## config.mk

```make
export PLATFORM = sky130hd
export DESIGN_NAME = card_deal_packer_flat
export DESIGN_NICKNAME = d
export VERILOG_FILES = /design/src/rtl/card_deal_pkg.sv /design/src/rtl/card_deal_packer_if.sv /design/src/rtl/card_mask_tracker.sv /design/src/rtl/card_deal_packer.sv /design/src/flat_wrapper.sv
export SDC_FILE = /design/constraint.sdc
export NUM_CORES = 1
export LEC_CHECK = 0
export CAP_MARGIN = 0
export CORE_MARGIN = 4
export CORE_UTILIZATION = 55
export CTS_BUF_LIST = sky130_fd_sc_hd__clkbuf_2 sky130_fd_sc_hd__clkbuf_4 sky130_fd_sc_hd__clkbuf_8
export DETAILED_ROUTE_END_ITERATION = 8
export PLACE_DENSITY_LB_ADDON = 0.3
export SLEW_MARGIN = 20
export SYNTH_ARGS = -nofsm -noshare
export SYNTH_HDL_FRONTEND = slang
export SYNTH_SLANG_ARGS = --single-unit
```

## constraint.sdc

```tcl
create_clock -name clk -period 4.5 [get_ports clk]
set_clock_uncertainty 0.1 [all_clocks]
set_input_delay 1.125 -clock clk [delete_from_list [all_inputs] [get_ports clk]]
set_output_delay 1.125 -clock clk [all_outputs]
set_load 0.1 [all_outputs]
```

## src/rtl/card_deal_pkg.sv

```systemverilog
// Shared constants, types and the card-id helper for the card deal packer.
package card_deal_pkg;

    localparam int unsigned NUM_CARDS = 21;
    localparam logic [3:0]  RANK_MIN  = 4'd1;
    localparam logic [3:0]  RANK_MAX  = 4'd13;
    localparam int unsigned DECK      = 52;

    localparam logic [1:0] ERR_NONE  = 2'd0;
    localparam logic [1:0] ERR_RANGE = 2'd1;
    localparam logic [1:0] ERR_DUP   = 2'd2;

    typedef enum logic [1:0] {COLLECT, ISSUE, WAIT} state_e;

    typedef struct packed {
        logic [3:0] num;
        logic [1:0] suit;
    } card_t;

    // Only meaningful for in-range ranks; num==0 wraps and is filtered by the range check.
    function automatic logic [5:0] card_id(card_t c);
        return 6'(c.suit) * 6'd13 + 6'(c.num) - 6'd1;
    endfunction

endpackage

```

## src/rtl/card_deal_packer_if.sv

```systemverilog
// Card input handshake plus the packed deal and error outputs toward WinRate.
interface card_deal_packer_if #(
    parameter int unsigned NUM_PLAYERS = 9,
    parameter int unsigned NUM_PUB     = 3
);
    logic                     card_valid;
    logic [3:0]               card_num;
    logic [1:0]               card_suit;
    logic                     card_ready;
    logic                     wr_out_valid;
    logic                     pk_valid;
    logic [8*NUM_PLAYERS-1:0] pk_hole_num;
    logic [4*NUM_PLAYERS-1:0] pk_hole_suit;
    logic [4*NUM_PUB-1:0]     pk_pub_num;
    logic [2*NUM_PUB-1:0]     pk_pub_suit;
    logic                     err_valid;
    logic [1:0]               err_code;

    modport master (
        output card_valid, card_num, card_suit, wr_out_valid,
        input  card_ready, pk_valid, pk_hole_num, pk_hole_suit, pk_pub_num, pk_pub_suit,
        input  err_valid, err_code
    );

    modport slave (
        input  card_valid, card_num, card_suit, wr_out_valid,
        output card_ready, pk_valid, pk_hole_num, pk_hole_suit, pk_pub_num, pk_pub_suit,
        output err_valid, err_code
    );
endinterface

```

## src/rtl/card_mask_tracker.sv

```systemverilog
// Tracks which of the 52 cards have been dealt and classifies the incoming card.
module card_mask_tracker
    import card_deal_pkg::*;
(
    input  logic  clk,
    input  logic  rst_n,
    input  card_t card,
    input  logic  set,
    input  logic  clr,
    output logic  range_err,
    output logic  dup_err
);

    logic [DECK-1:0] used_q, used_d;
    logic [63:0]     used_ext;
    logic [5:0]      id;

    always_comb begin
        id        = card_id(card);
        range_err = (card.num < RANK_MIN) || (card.num > RANK_MAX);
        used_ext  = {{(64 - DECK){1'b0}}, used_q};
        dup_err   = (id < 6'(DECK)) && used_ext[id];
        used_d    = used_q;
        if (clr) begin
            used_d = '0;
        end else if (set) begin
            used_d = used_q | DECK'(64'd1 << id);
        end
    end

    always_ff @(posedge clk or negedge rst_n) begin
        if (!rst_n) begin
            used_q <= '0;
        end else begin
            used_q <= used_d;
        end
    end

endmodule

```

## src/rtl/card_deal_packer.sv

```systemverilog
// Collects a full deal card by card, rejects illegal cards and issues the packed deal to WinRate.
module card_deal_packer
    import card_deal_pkg::*;
#(
    parameter int unsigned NUM_PLAYERS = 9,
    parameter int unsigned NUM_PUB     = 3
) (
    input logic              clk,
    input logic              rst_n,
    card_deal_packer_if.slave bus
);

    localparam int unsigned NumHole = 2 * NUM_PLAYERS;
    localparam int unsigned Total   = NumHole + NUM_PUB;
    localparam int unsigned CntW    = $clog2(Total + 1);

    state_e                   state_q, state_d;
    logic [CntW-1:0]          cnt_q, cnt_d;
    logic [4*NumHole-1:0]     hole_num_q, hole_num_d;
    logic [2*NumHole-1:0]     hole_suit_q, hole_suit_d;
    logic [4*NUM_PUB-1:0]     pub_num_q, pub_num_d;
    logic [2*NUM_PUB-1:0]     pub_suit_q, pub_suit_d;
    logic                     err_valid_q, err_valid_d;
    logic [1:0]               err_code_q, err_code_d;

    card_t card_in;
    logic  accept, range_err, dup_err, mask_set, mask_clr;
    int    pub_idx;

    assign card_in = {bus.card_num, bus.card_suit};
    assign accept  = bus.card_valid && (state_q == COLLECT);

    card_mask_tracker u_mask (
        .clk       (clk),
        .rst_n     (rst_n),
        .card      (card_in),
        .set       (mask_set),
        .clr       (mask_clr),
        .range_err (range_err),
        .dup_err   (dup_err)
    );

    always_comb begin
        state_d     = state_q;
        cnt_d       = cnt_q;
        hole_num_d  = hole_num_q;
        hole_suit_d = hole_suit_q;
        pub_num_d   = pub_num_q;
        pub_suit_d  = pub_suit_q;
        err_valid_d = 1'b0;
        err_code_d  = ERR_NONE;
        mask_set    = 1'b0;
        mask_clr    = 1'b0;
        pub_idx     = int'(cnt_q) - int'(NumHole);
        unique case (state_q)
            COLLECT: begin
                if (accept) begin
                    if (range_err || dup_err) begin
                        // Range outranks duplicate: a num of 0 can alias a used id.
                        err_valid_d = 1'b1;
                        err_code_d  = range_err ? ERR_RANGE : ERR_DUP;
                        cnt_d       = '0;
                        mask_clr    = 1'b1;
                    end else begin
                        mask_set = 1'b1;
                        cnt_d    = cnt_q + 1'b1;
                        if (cnt_q < CntW'(NumHole)) begin
                            hole_num_d[4*int'(cnt_q) +: 4]  = card_in.num;
                            hole_suit_d[2*int'(cnt_q) +: 2] = card_in.suit;
                        end else begin
                            pub_num_d[4*pub_idx +: 4]  = card_in.num;
                            pub_suit_d[2*pub_idx +: 2] = card_in.suit;
                        end
                        if (cnt_q == CntW'(Total - 1)) begin
                            state_d = ISSUE;
                        end
                    end
                end
            end
            ISSUE: state_d = WAIT;
            WAIT: begin
                if (bus.wr_out_valid) begin
                    cnt_d    = '0;
                    mask_clr = 1'b1;
                    state_d  = COLLECT;
                end
            end
            default: state_d = COLLECT;
        endcase
    end

    always_ff @(posedge clk or negedge rst_n) begin
        if (!rst_n) begin
            state_q     <= COLLECT;
            cnt_q       <= '0;
            hole_num_q  <= '0;
            hole_suit_q <= '0;
            pub_num_q   <= '0;
            pub_suit_q  <= '0;
            err_valid_q <= 1'b0;
            err_code_q  <= ERR_NONE;
        end else begin
            state_q     <= state_d;
            cnt_q       <= cnt_d;
            hole_num_q  <= hole_num_d;
            hole_suit_q <= hole_suit_d;
            pub_num_q   <= pub_num_d;
            pub_suit_q  <= pub_suit_d;
            err_valid_q <= err_valid_d;
            err_code_q  <= err_code_d;
        end
    end

    assign bus.card_ready   = (state_q == COLLECT);
    assign bus.pk_valid     = (state_q == ISSUE);
    assign bus.pk_hole_num  = bus.pk_valid ? hole_num_q  : '0;
    assign bus.pk_hole_suit = bus.pk_valid ? hole_suit_q : '0;
    assign bus.pk_pub_num   = bus.pk_valid ? pub_num_q   : '0;
    assign bus.pk_pub_suit  = bus.pk_valid ? pub_suit_q  : '0;
    assign bus.err_valid    = err_valid_q;
    assign bus.err_code     = err_code_q;

endmodule
```

## src/flat_wrapper.sv

```systemverilog
// flat-port wrapper written by rule: the top's interface ports become plain ports
module card_deal_packer_flat import card_deal_pkg::*;
#(
    parameter int unsigned NUM_PLAYERS = 9,
    parameter int unsigned NUM_PUB     = 3
)
  (clk, rst_n, bus_card_valid, bus_card_num, bus_card_suit, bus_wr_out_valid, bus_card_ready, bus_pk_valid, bus_pk_hole_num, bus_pk_hole_suit, bus_pk_pub_num, bus_pk_pub_suit, bus_err_valid, bus_err_code);
  card_deal_packer_if #(.NUM_PLAYERS(NUM_PLAYERS), .NUM_PUB(NUM_PUB)) bus_i ();
  input logic clk;
  input logic rst_n;
  input wire logic [$bits(bus_i.card_valid)-1:0] bus_card_valid;
  input wire logic [$bits(bus_i.card_num)-1:0] bus_card_num;
  input wire logic [$bits(bus_i.card_suit)-1:0] bus_card_suit;
  input wire logic [$bits(bus_i.wr_out_valid)-1:0] bus_wr_out_valid;
  output wire logic [$bits(bus_i.card_ready)-1:0] bus_card_ready;
  output wire logic [$bits(bus_i.pk_valid)-1:0] bus_pk_valid;
  output wire logic [$bits(bus_i.pk_hole_num)-1:0] bus_pk_hole_num;
  output wire logic [$bits(bus_i.pk_hole_suit)-1:0] bus_pk_hole_suit;
  output wire logic [$bits(bus_i.pk_pub_num)-1:0] bus_pk_pub_num;
  output wire logic [$bits(bus_i.pk_pub_suit)-1:0] bus_pk_pub_suit;
  output wire logic [$bits(bus_i.err_valid)-1:0] bus_err_valid;
  output wire logic [$bits(bus_i.err_code)-1:0] bus_err_code;
  assign bus_i.card_valid = bus_card_valid;
  assign bus_i.card_num = bus_card_num;
  assign bus_i.card_suit = bus_card_suit;
  assign bus_i.wr_out_valid = bus_wr_out_valid;
  assign bus_card_ready = bus_i.card_ready;
  assign bus_pk_valid = bus_i.pk_valid;
  assign bus_pk_hole_num = bus_i.pk_hole_num;
  assign bus_pk_hole_suit = bus_i.pk_hole_suit;
  assign bus_pk_pub_num = bus_i.pk_pub_num;
  assign bus_pk_pub_suit = bus_i.pk_pub_suit;
  assign bus_err_valid = bus_i.err_valid;
  assign bus_err_code = bus_i.err_code;
  card_deal_packer #(.NUM_PLAYERS(NUM_PLAYERS), .NUM_PUB(NUM_PUB)) u_core (.clk(clk), .rst_n(rst_n), .bus(bus_i));
endmodule
```

Yosys cells after proc, flatten, opt, wreduce, memory -nomap -nowiden
Cells that the tools add are included.
{ "word_totals": {"out_inout_bits": 131, "in_bits": 10, "elab_cells": 86, "reg_bits": 188} }
{ "classes": {"multipliers": 1, "n_reduce_logical": 11, "shift": 9, "n_eq_ne": 7, "muxes": 33, "n_lt_le_gt_ge": 5, "bitwise_logic": 3, "n_addsub": 8} }
{ "ops": {"columns": ["op", "count"], "rows": [
  ["52-bit 2-to-1 mux", 2],
  ["72-bit bitwise mux", 1],
  ["72-bit 2-to-1 mux", 1],
  ["4-bit by 33-bit variable shift with 72-bit output, first input constant", 1],
  ["4-bit by 33-bit variable part select with 72-bit output", 1],
  ["32-bit negation with 33-bit output", 2],
  ["52-bit bitwise OR", 1],
  ["1-bit by 6-bit << shifter with 52-bit output, first input constant", 1],
  ["36-bit bitwise mux", 1],
  ["36-bit 2-to-1 mux", 1],
  ["2-bit by 33-bit variable shift with 36-bit output, first input constant", 1],
  ["2-bit by 33-bit variable part select with 36-bit output", 1],
  ["6-bit negation with 33-bit output", 1],
  ["7-bit negation with 33-bit output", 1],
  ["2-bit by 33-bit variable shift with 6-bit output, first input constant", 1],
  ["4-bit by 33-bit variable shift with 12-bit output, first input constant", 1],
  ["2-bit by 33-bit variable part select with 6-bit output", 1],
  ["4-bit by 33-bit variable part select with 12-bit output", 1],
  ["2-bit 2-to-1 mux", 8],
  ["5-bit 2-to-1 mux", 3],
  ["12-bit bitwise mux", 1],
  ["12-bit 2-to-1 mux", 1],
  ["4-bit AND reduction", 3],
  ["5-bit one-hot mux with 2 select lines", 1],
  ["other kinds (27)", 40]
]} }

Logic depth before layout (Yosys ltp)
Gate-level depths: netlist (run 1).
{ "depth": {"word_depth": 12, "ltp_mapped": 14, "depth_no_buf": 12} }

Hierarchy
A second synthesis (run 1) with hierarchy kept.
{ "hier_totals": {"hier_cells": 987, "hier_area_um2": 9629.2} }
{ "modules_own_cells": {"columns": ["mod", "seq_area_each_um2", "area_each_um2", "cells_per_inst", "n_inst"], "rows": [
  ["card_deal_packer", 3403.3, 6902.9, 723, 1],
  ["card_mask_tracker", 1301.2, 2726.4, 264, 1]
]} }

Worst setup path after synthesis (run 1)
Ideal clock, no wire load.
{ "synth_timing": {"path_type": "input to register", "start": "in bus_card_num[1]", "end": "reg u_core.hole_num_q[48]", "stages": 14, "setup_ns": 0.125, "t_arrival_ns": 4.879, "slack_ns": -0.604, "required_time_ns": 4.275, "path_buffers": 3, "path_cell_list": "clkbuf_1 -> inv_2 -> fa_1 -> inv_1 -> ha_1 -> fa_1 -> xor2_2 -> buf_2 -> mux2i_1 -> mux2i_2 -> a22o_4 -> or4_1 -> buf_4 -> mux2_4"} }
{ "synth_via": {"elab_chain_len": 8, "elab_cells_between_ends": 14, "cone_classes": "add/sub (2); order compare (3); shift (1); mux (3); bitwise (1); reduce/logical (4)"} }
{ "synth_rtl": {"columns": ["item", "line_no", "text"], "rows": [
  ["start, declared", "flat_wrapper.sv:12", "input wire logic [$bits(bus_i.card_num)-1:0] bus_card_num;"],
  ["6-bit by 4-bit adder with 6-bit output", "card_deal_pkg.sv:22", "return 6'(c.suit) * 6'd13 + 6'(c.num) - 6'd1;"],
  ["6-bit by 1-bit subtractor with 6-bit output", "card_deal_pkg.sv:22", null],
  ["1-bit binary-select mux with 6-bit select", "card_mask_tracker.sv:22", "dup_err = (id < 6'(DECK)) && used_ext[id];"],
  ["1-bit 2-to-1 mux (not written as such)", "card_mask_tracker.sv:22", null],
  ["1-bit logical AND", "card_mask_tracker.sv:22", null],
  ["1-bit logical OR", "card_deal_packer.sv:58", "if (range_err || dup_err) begin"],
  ["1-bit NOT (no source line)", null, null],
  ["4-bit AND reduction (no source line)", null, null],
  ["end signal, assigned", "card_deal_packer.sv:105", "hole_num_q <= hole_num_d;"],
  ["end, declared", "card_deal_packer.sv:19", "logic [4*NumHole-1:0] hole_num_q, hole_num_d;"]
]} }
Several ways; a longest one is shown, not always the timed one. The select of a mux whose other input is x is not followed.
A chain may end at the register's enable or synchronous reset.

Worst setup path after layout (run 1)
{ "layout_timing": {"start": "in bus_card_num[2]", "end": "reg u_core.hole_suit_q[7]"} }
{ "layout_via": {"elab_chain_len": 8, "elab_cells_between_ends": 12, "cone_classes": "add/sub (2); order compare (3); mux (2); bitwise (1); reduce/logical (4)"} }
{ "layout_rtl": {"columns": ["item", "line_no", "text"], "rows": [
  ["6-bit by 4-bit adder with 6-bit output", "card_deal_pkg.sv:22", null],
  ["6-bit by 1-bit subtractor with 6-bit output", "card_deal_pkg.sv:22", null],
  ["1-bit binary-select mux with 6-bit select", "card_mask_tracker.sv:22", null],
  ["1-bit 2-to-1 mux (not written as such)", "card_mask_tracker.sv:22", null],
  ["1-bit logical AND", "card_mask_tracker.sv:22", null],
  ["1-bit logical OR *", "card_deal_packer.sv:58", null],
  ["1-bit NOT (no source line) *", null, null],
  ["4-bit AND reduction (no source line) *", null, null],
  ["end signal, assigned", "card_deal_packer.sv:106", "hole_suit_q <= hole_suit_d;"],
  ["end, declared", "card_deal_packer.sv:20", "logic [2*NumHole-1:0] hole_suit_q, hole_suit_d;"]
]} }
Every way passes the cells marked *; elsewhere a longest branch is shown, timed or not. The select of a mux whose other input is x is not followed.

==> impl_metrics.ini, run 1 <==
[placement]
dp_cells = 1360
place_area_um2 = 12300
post-place-ws_ns = -0.6075
gp_congestion = 0.9155
port_buffers = 140
hpwl_um = 19010

[floorplan]
die-area_um2 = 20750
initial_utilization = 0.5628
die_y_um = 144.0
row_count = 49
io_pins = 141
die_x_um = 144.0
core_area_um2 = 18090

[synth]
ys_ff_latch = 188
async_reset_ff_frac = 1.000
synthFlopType = dfrtp_1
synth.cell_area_um2 = 10180
yosysSeqAreaShare = 0.4622
synth_nets = 965
syn_inst = 931
synth_edf_count = 0
yosys.cell_types.count = 66
ys.warnings.count = 0
avgSynthCellArea_um2 = 10.93

[route]
remaining_drc_errors = 0
ant_nets = 0
initialDrtViolationCount = 635
num_vias = 8142
routed_wl_um = 26710
wl_per_cell_um = 19.01
vias_per_cell = 5.795
firstDrtPassIters = 5

[power]
ir_drop_uv = 300.6
clkPwrFrac = 0.211
internal_power_mw = 3.186
switching_power_mw = 2.036
cellPowerDensity_nw_per_um2 = 404.9
p_leak_nw = 6.422
p_seq_frac = 0.410
power.share.switching = 0.3899
power_frac_comb = 0.379

[cts]
cts_tree = built
htree_levels = 4
clk_pin_slew_ns = 0.10
cts-root-buf = clkbuf_8
clkSinkCount = 188
clockBufferDepth = 2
cts_buffers = 17
clk_latency_ns = 0.48

[layout]
instances_no_fill = 1405
register_area_um2 = 4705
area_delta_synth_final_pct = 26.71
fillers = 1333
design_area_um2 = 12900
fin_util = 0.7131
multi_input_area_um2 = 5330
drive_above_1_share = 0.3861
antenna_cells = 0
layout.nets = 1198

[timing]
finalHoldViolations = 0
fin_crit_sh = 0.9955
setup_slack_ns = 0.02013
tightest_slew_ns = 0.9857
setup_tns_ns = 0
period_needed_ns = 4.480
slew_headroom = 0.3408
fmax_mhz = 223.2
drv_slew = 0
setup_viol = 0

[critical_path]
slowest_delay_ns = 0.51
crit_path_max_fanout = 6
cp-end-kind = flop
worstPathRequired_ns = 4.77
path_cells = clkdlybuf4s50_1, inv_2, fa_1, inv_1, fa_2, xor2_4, buf_4, mux2i_2, mux2i_2, buf_4, a22oi_2, buf_4, buf_12, nand4_1, buf_12, mux2_2
cp-start-kind = input port
cp.arrival_ns = 4.75
slowest_stage = clkdlybuf4s50_1
cpMostUsedCell = buf_4
critPathKind = input port to flop

[grt]
antenna_found_initial = 0
grt_max_degree = 128
grt_pass1_wl_um = 41590
grtUsageTotal = 0.2566
grt-ovfl-total = 0
grt_pass1_vias = 7948

[min_path]
hp-class = flop to flop

[outcome]
status = finished clean

[flow_run]
drv_cap = 0
==> registers in the layout, indices dropped and copies added (netlist names) <==
register and cells:
u_core.hole_num_q 72, u_core.u_mask.used_q 52, u_core.hole_suit_q 36, u_core.pub_num_q 12, u_core.pub_suit_q 6, u_core.cnt_q 5
u_core.bus.err_code 2, u_core.state_q 2, u_core.bus.err_valid 1
==> stage by stage <==
step	hold WS [ns]	power, mW
2_1_floorplan	0.3543	3.407
3_3_place_gp	0.3669	3.968
6_report	0.3997	5.222
5_1_grt	0.4149	5.511
4_1_cts	0.4034	5.163
3_5_place_dp	0.3801	4.033
==> critical path, delay by kind of cell <==
family	cells	cell delay, ns
mux	3	0.65
fa+ha+maj	2	0.94
simple gates	1	0.15
compound gates	1	0.23
buf+inv	8	1.47
xor+xnor	1	0.18
==> cell usage in the layout (no fill, tap or decap), drive strengths merged, types with 4 or more instances in the layout <==
master,netlist,final
a21o,4,4
a21oi,53,53
a31oi,9,9
a41oi,4,4
and2,149,149
and3,9,9
buf,18,246
clkbuf,28,18
clkdlybuf4s50,0,9
clkinv,0,4
dfrtp,188,188
ha,21,21
inv,25,32
mux2,123,123
mux2i,15,15
mux4,13,13
nand2,29,29
nand2b,5,5
nand3,15,15
nand4,19,19
nor2,93,93
nor2b,5,5
nor3,28,28
nor3b,5,5
nor4,16,16
o21ai,6,6
o22ai,4,4
or4,6,6
xnor2,6,6
xor2,5,5
==> timing repair <==
| action | in CTS | in global routing |
|---|---|---|
| hold buffers | 0 | 0 |
| gates cloned | 0 | 2 |
| endpoints found under the setup margin | 96 | 176 |
| buffers inserted | 6 | 6 |
| pin swaps | 1 | 9 |
| resized for setup | 6 | 13 |
==> synthesized netlist by cell type (6+ instances only) <==
library cell / number / area (µm²)
dfrtp_1: 188 / 4705
and2_1: 146 / 913.4
mux2_2: 117 / 1318
nor2_1: 92 / 345.3
a21oi_1: 53 / 265.3
nand2_1: 29 / 108.9
clkbuf_1: 28 / 105.1
nor3_1: 25 / 125.1
inv_1: 22 / 82.58
ha_1: 21 / 262.8
nand4_1: 19 / 118.9
nand3_1: 15 / 75.07
mux2i_1: 14 / 140.1
buf_2: 12 / 60.06
mux4_2: 11 / 247.7
a31oi_1: 9 / 56.30
and3_1: 9 / 56.30
nor4_1: 8 / 50.05
nor4_4: 7 / 148.9
mux2_4: 6 / 90.09
or4_1: 6 / 45.04
==> cell families (layout without fill, tap and decap cells) <==
family                     Yosys count  after routing  synth area share
DFF                                188            188            0.4622
buffers and inverters               71            315           0.03061
muxes                              151            151            0.1829
xor gates and xnor gates            11             11           0.01094
and+or+nand+nor                    385            385            0.2178
adders and majority gates           24             24           0.03171
AOI/OAI and AO/OA                  101            102           0.06380
==> path summary, 6_finish.rpt <==
| check | startpoint | end | slack [ns] | depth (start not counted) |
|---|---|---|---|---|
| max in group asynchronous | rst_n | u_core.u_mask.used_q[16] | 2.78 | 2 |
| setup reg to reg | u_core.cnt_q[1] | u_core.pub_suit_q[1] | 0.31 | 13 |
| hold reg to reg | u_core.u_mask.used_q[12] | u_core.u_mask.used_q[12] | 0.40 | 2 |
| min in group asynchronous | rst_n | u_core.u_mask.used_q[47] | 0.54 | 1 |
| hold / removal | u_core.u_mask.used_q[12] | u_core.u_mask.used_q[12] | 0.40 | 2 |
| setup / recovery | bus_card_num[2] | u_core.hole_suit_q[7] | 0.02 | 16 |
==> final cells by class <==
class	instances	area share
Tap cell	229	0.02222
Sequential cell	188	0.3648
Clock inverter	14	0.01154
Timing Repair Buffer	259	0.1624
Clock buffer	17	0.01814
Multi-Input combinational cell	673	0.4133
Inverter	25	0.007664
==> power by group through the flow <==
stage	Clock (mW)	Sequential, mW	Combinational, mW
after floorplan	0	2.12	1.29
after global placement	0	2.16	1.81
after detailed placement	0	2.17	1.86
after CTS	1.12	2.14	1.91
after global routing	1.19	2.17	2.15
final	1.10	2.14	1.98
==> routing by layer <==
layer,track usage,share of wire,vias up
met5,0,0,-
met4,0.07384,0.024,0
met3,0.05556,0.062,46
met2,0.4111,0.48,299
met1,0.3558,0.44,4059
li1,-,-,3738
No activity file was read; power rests on OpenSTA's default activity.
==> run 2, diff against run 1 <==
--- a/config.mk
+++ b/config.mk
@@ -5,6 +5,7 @@
 export SDC_FILE = /design/constraint.sdc
 export NUM_CORES = 1
 export LEC_CHECK = 0
+export ABC_AREA = 1
 export CAP_MARGIN = 0
 export CORE_MARGIN = 4
 export CORE_UTILIZATION = 55
==> impl_metrics.ini, run 2 <==
[cts]
clk_latency_ns = 0.48
clockBufferDepth = 2
cts-root-buf = clkbuf_8
cts_hold_buffers = 0
cts_tree = built
clk_pin_slew_ns = 0.11
clkSinkCount = 188
cts_buffers = 17
htree_levels = 4

[outcome]
status = finished clean

[critical_path]
r2r_cells = 11
critPathKind = input port to flop
cp.arrival_ns = 4.69
path_delay_family = buffers and inverters
worstPathRequired_ns = 4.82
slowest_stage = clkdlybuf4s50_1
cp-end-kind = flop
slowest_delay_ns = 0.55
crit_path_max_fanout = 42
path_cells = clkdlybuf4s50_1, clkinv_1, fa_1, inv_1, ha_1, fa_1, nand2_1, a21oi_2, buf_4, nand3_1, nand2_1, nor2_1, nand2_1, nand2_4, nand3_4, nor2_4, buf_12, buf_12, nand3_1, nand2_1
r2r_start = u_core.cnt_q[0]
cp-start-kind = input port
cpMostUsedCell = nand2_1
cp_num_buf_inv = 6
worstReg2RegEnd = u_core.hole_num_q[25]
r2r_slack_ns = 0.81

[layout]
largest_reg_flops = 72
design_area_um2 = 14410
fillers = 2021
area_delta_synth_final_pct = 17.44
mostFrequentLayoutCells = 330 x nand2_1, 275 x nor2_1, 262 x inv_1, 202 x nand3_1, 188 x dfrtp_1
top_register = u_core.hole_num_q
instances_no_fill = 2199
antenna_cells = 0
layout.nets = 1940
final_common_cell = nand2_1
reg_top3 = u_core.hole_num_q: 72 flops, u_core.u_mask.used_q: 52 flops, u_core.hole_suit_q: 36 flops
drive_above_1_share = 0.1459

[floorplan]
io_pins = 141
die_y_um = 157.4
die_x_um = 157.4
initial_utilization = 0.5605
die-area_um2 = 24760
core_area_um2 = 21890
row_count = 54

[synth]
async_reset_ff_frac = 1.000
ys_ff_latch = 188
syn_inst = 1772
synthFlopType = dfrtp_1
yosys.area.top_type_share = 0.3834
yosysSeqAreaShare = 0.3834
synth_edf_count = 0
ys.warnings.count = 0
ys_top_cells_by_count = 331 x nand2_1, 277 x nor2_1, 262 x inv_1
synth.cell_area_um2 = 12270
yosysTopAreaCell = dfrtp_1
synth_nets = 1806
post-synth-top-count-cell = nand2_1
synth_area_leaders = dfrtp_1 38%, nand2_1 10%, nor2_1 8.5%
avgSynthCellArea_um2 = 6.924
yosys.cell_types.count = 35

[route]
routed_wl_um = 36740
firstDrtPassIters = 8
initialDrtViolationCount = 1126
wl_per_cell_um = 16.71
vias_per_cell = 5.544
remaining_drc_errors = 0
num_vias = 12190
ant_nets = 0

[placement]
dp_cells = 2164
place_area_um2 = 13930
port_buffers = 140
gp_congestion = 1.006
hpwl_um = 27340
post-place-ws_ns = -0.3128

[timing]
period_needed_ns = 4.368
setup_viol = 0
finalHoldViolations = 0
fin_crit_sh = 0.9706
setup_slack_ns = 0.1324
drv_slew = 0
slew_headroom = 0.3487
tightest_slew_ns = 0.9739
fmax_mhz = 229.0

[flow_run]
drv_cap = 0

[min_path]
hp-class = flop to flop
min_from = u_core.u_mask.used_q[17]
hold_depth = 2
hold_path_end = u_core.u_mask.used_q[17]

[grt]
grt_pass1_wl_um = 58420
grt_max_degree = 77
antenna_found_initial = 0
grt_pass1_vias = 11350
grt-ovfl-total = 0
grtUsageTotal = 0.2940

[power]
cellPowerDensity_nw_per_um2 = 450.2
p_leak_nw = 7.236
ir_drop_uv = 372.0
[run 2: worst max-delay path by stage]
stage	depth (start not counted)	slack, ns	endpoint	from
2_1_floorplan	5	0.13	bus_pk_hole_num[51]	u_core.state_q[1]
3_3_place_gp	18	-0.23	u_core.hole_suit_q[28]	bus_card_suit[0]
3_5_place_dp	18	-0.31	u_core.hole_suit_q[27]	bus_card_num[1]
4_1_cts	19	0.19	u_core.pub_suit_q[4]	bus_card_num[1]
5_1_grt	20	-0.05	u_core.hole_num_q[20]	bus_card_num[1]
6_report	20	0.13	u_core.hole_num_q[20]	bus_card_num[1]
[run 2: cells by family (layout without fill, tap and decap cells)]
| logic type | after synthesis | after routing | synth area share |
|---|---|---|---|
| buffers and inverters | 378 | 525 | 0.1231 |
| adders and majority gates | 24 | 24 | 0.02631 |
| xor gates and xnor gates | 6 | 6 | 0.004283 |
| DFF | 188 | 188 | 0.3834 |
| and+or+nand+nor | 973 | 973 | 0.3539 |
| AOI/OAI and AO/OA | 203 | 203 | 0.1090 |
[run 2: metal layers]
layer	vias to the layer above	GRT usage	routed length (µm)
met1	5710	0.3913	14810
met2	498	0.4928	18140
met3	81	0.04344	2603
met4	0	0.1032	1186
met5	-	0	0
li1	5902	-	-
[run 2: timing repair]
item / CTS / global route
endpoints found under the setup margin: 0 / 84
gates resized for setup: 0 / 6
buffers inserted: 0 / 2
[run 2: report_power, final]
part	leakage [nW]	internal (mW)	switching, mW
Clock	0.196	0.484	0.690
Combinational	5.05	0.873	2.35
Sequential	1.99	1.98	0.108
[run 2: through the flow]
stage                     hold slack (ns)  power, mW  TNS [ns]    util
after floorplan                    0.3789      4.356         0       -
after global placement             0.3895      5.159    -32.80  0.6361
after detailed placement           0.3961      5.219    -46.03  0.6361
after CTS                          0.4179      6.379         0  0.6542
after global routing               0.4321      6.901   -0.4813  0.6582
final                              0.4158      6.487         0  0.6582
[run 2: worst reg2reg max path, stage by stage, from the launching register on]
cell and delay, ns:
dfrtp_1 0.58, inv_2 0.11, ha_1 0.28, nand2_1 0.14, nor2_2 0.07, ha_1 0.51
inv_1 0.49, buf_4 0.35, nor3_2 0.47, inv_1 0.24, o21bai_1 0.20, nand2_1 0.06
[run 2: cell type report]
| class | instances | area, µm² | area share |
|---|---|---|---|
| clock buffers | 19 | 261.5 | 0.01815 |
| clock inverters | 13 | 133.9 | 0.009291 |
| inverters | 280 | 1052 | 0.07303 |
| multi-input cells | 1206 | 6083 | 0.4222 |
| flip-flops and latches | 188 | 4705 | 0.3265 |
| well taps | 280 | 350.3 | 0.02431 |
| repair buffers | 213 | 1823 | 0.1265 |
==> run 3, diff against run 2 <==
--- a/config.mk
+++ b/config.mk
@@ -9,7 +9,7 @@
 export CAP_MARGIN = 0
 export CORE_MARGIN = 4
 export CORE_UTILIZATION = 55
-export CTS_BUF_LIST = sky130_fd_sc_hd__clkbuf_2 sky130_fd_sc_hd__clkbuf_4 sky130_fd_sc_hd__clkbuf_8
+export CTS_BUF_LIST = sky130_fd_sc_hd__clkbuf_4 sky130_fd_sc_hd__clkbuf_8
 export DETAILED_ROUTE_END_ITERATION = 8
 export PLACE_DENSITY_LB_ADDON = 0.3
 export SLEW_MARGIN = 20
==> results of run 3 <==
Final layout, timing and power as in run 2 (identical DEF).
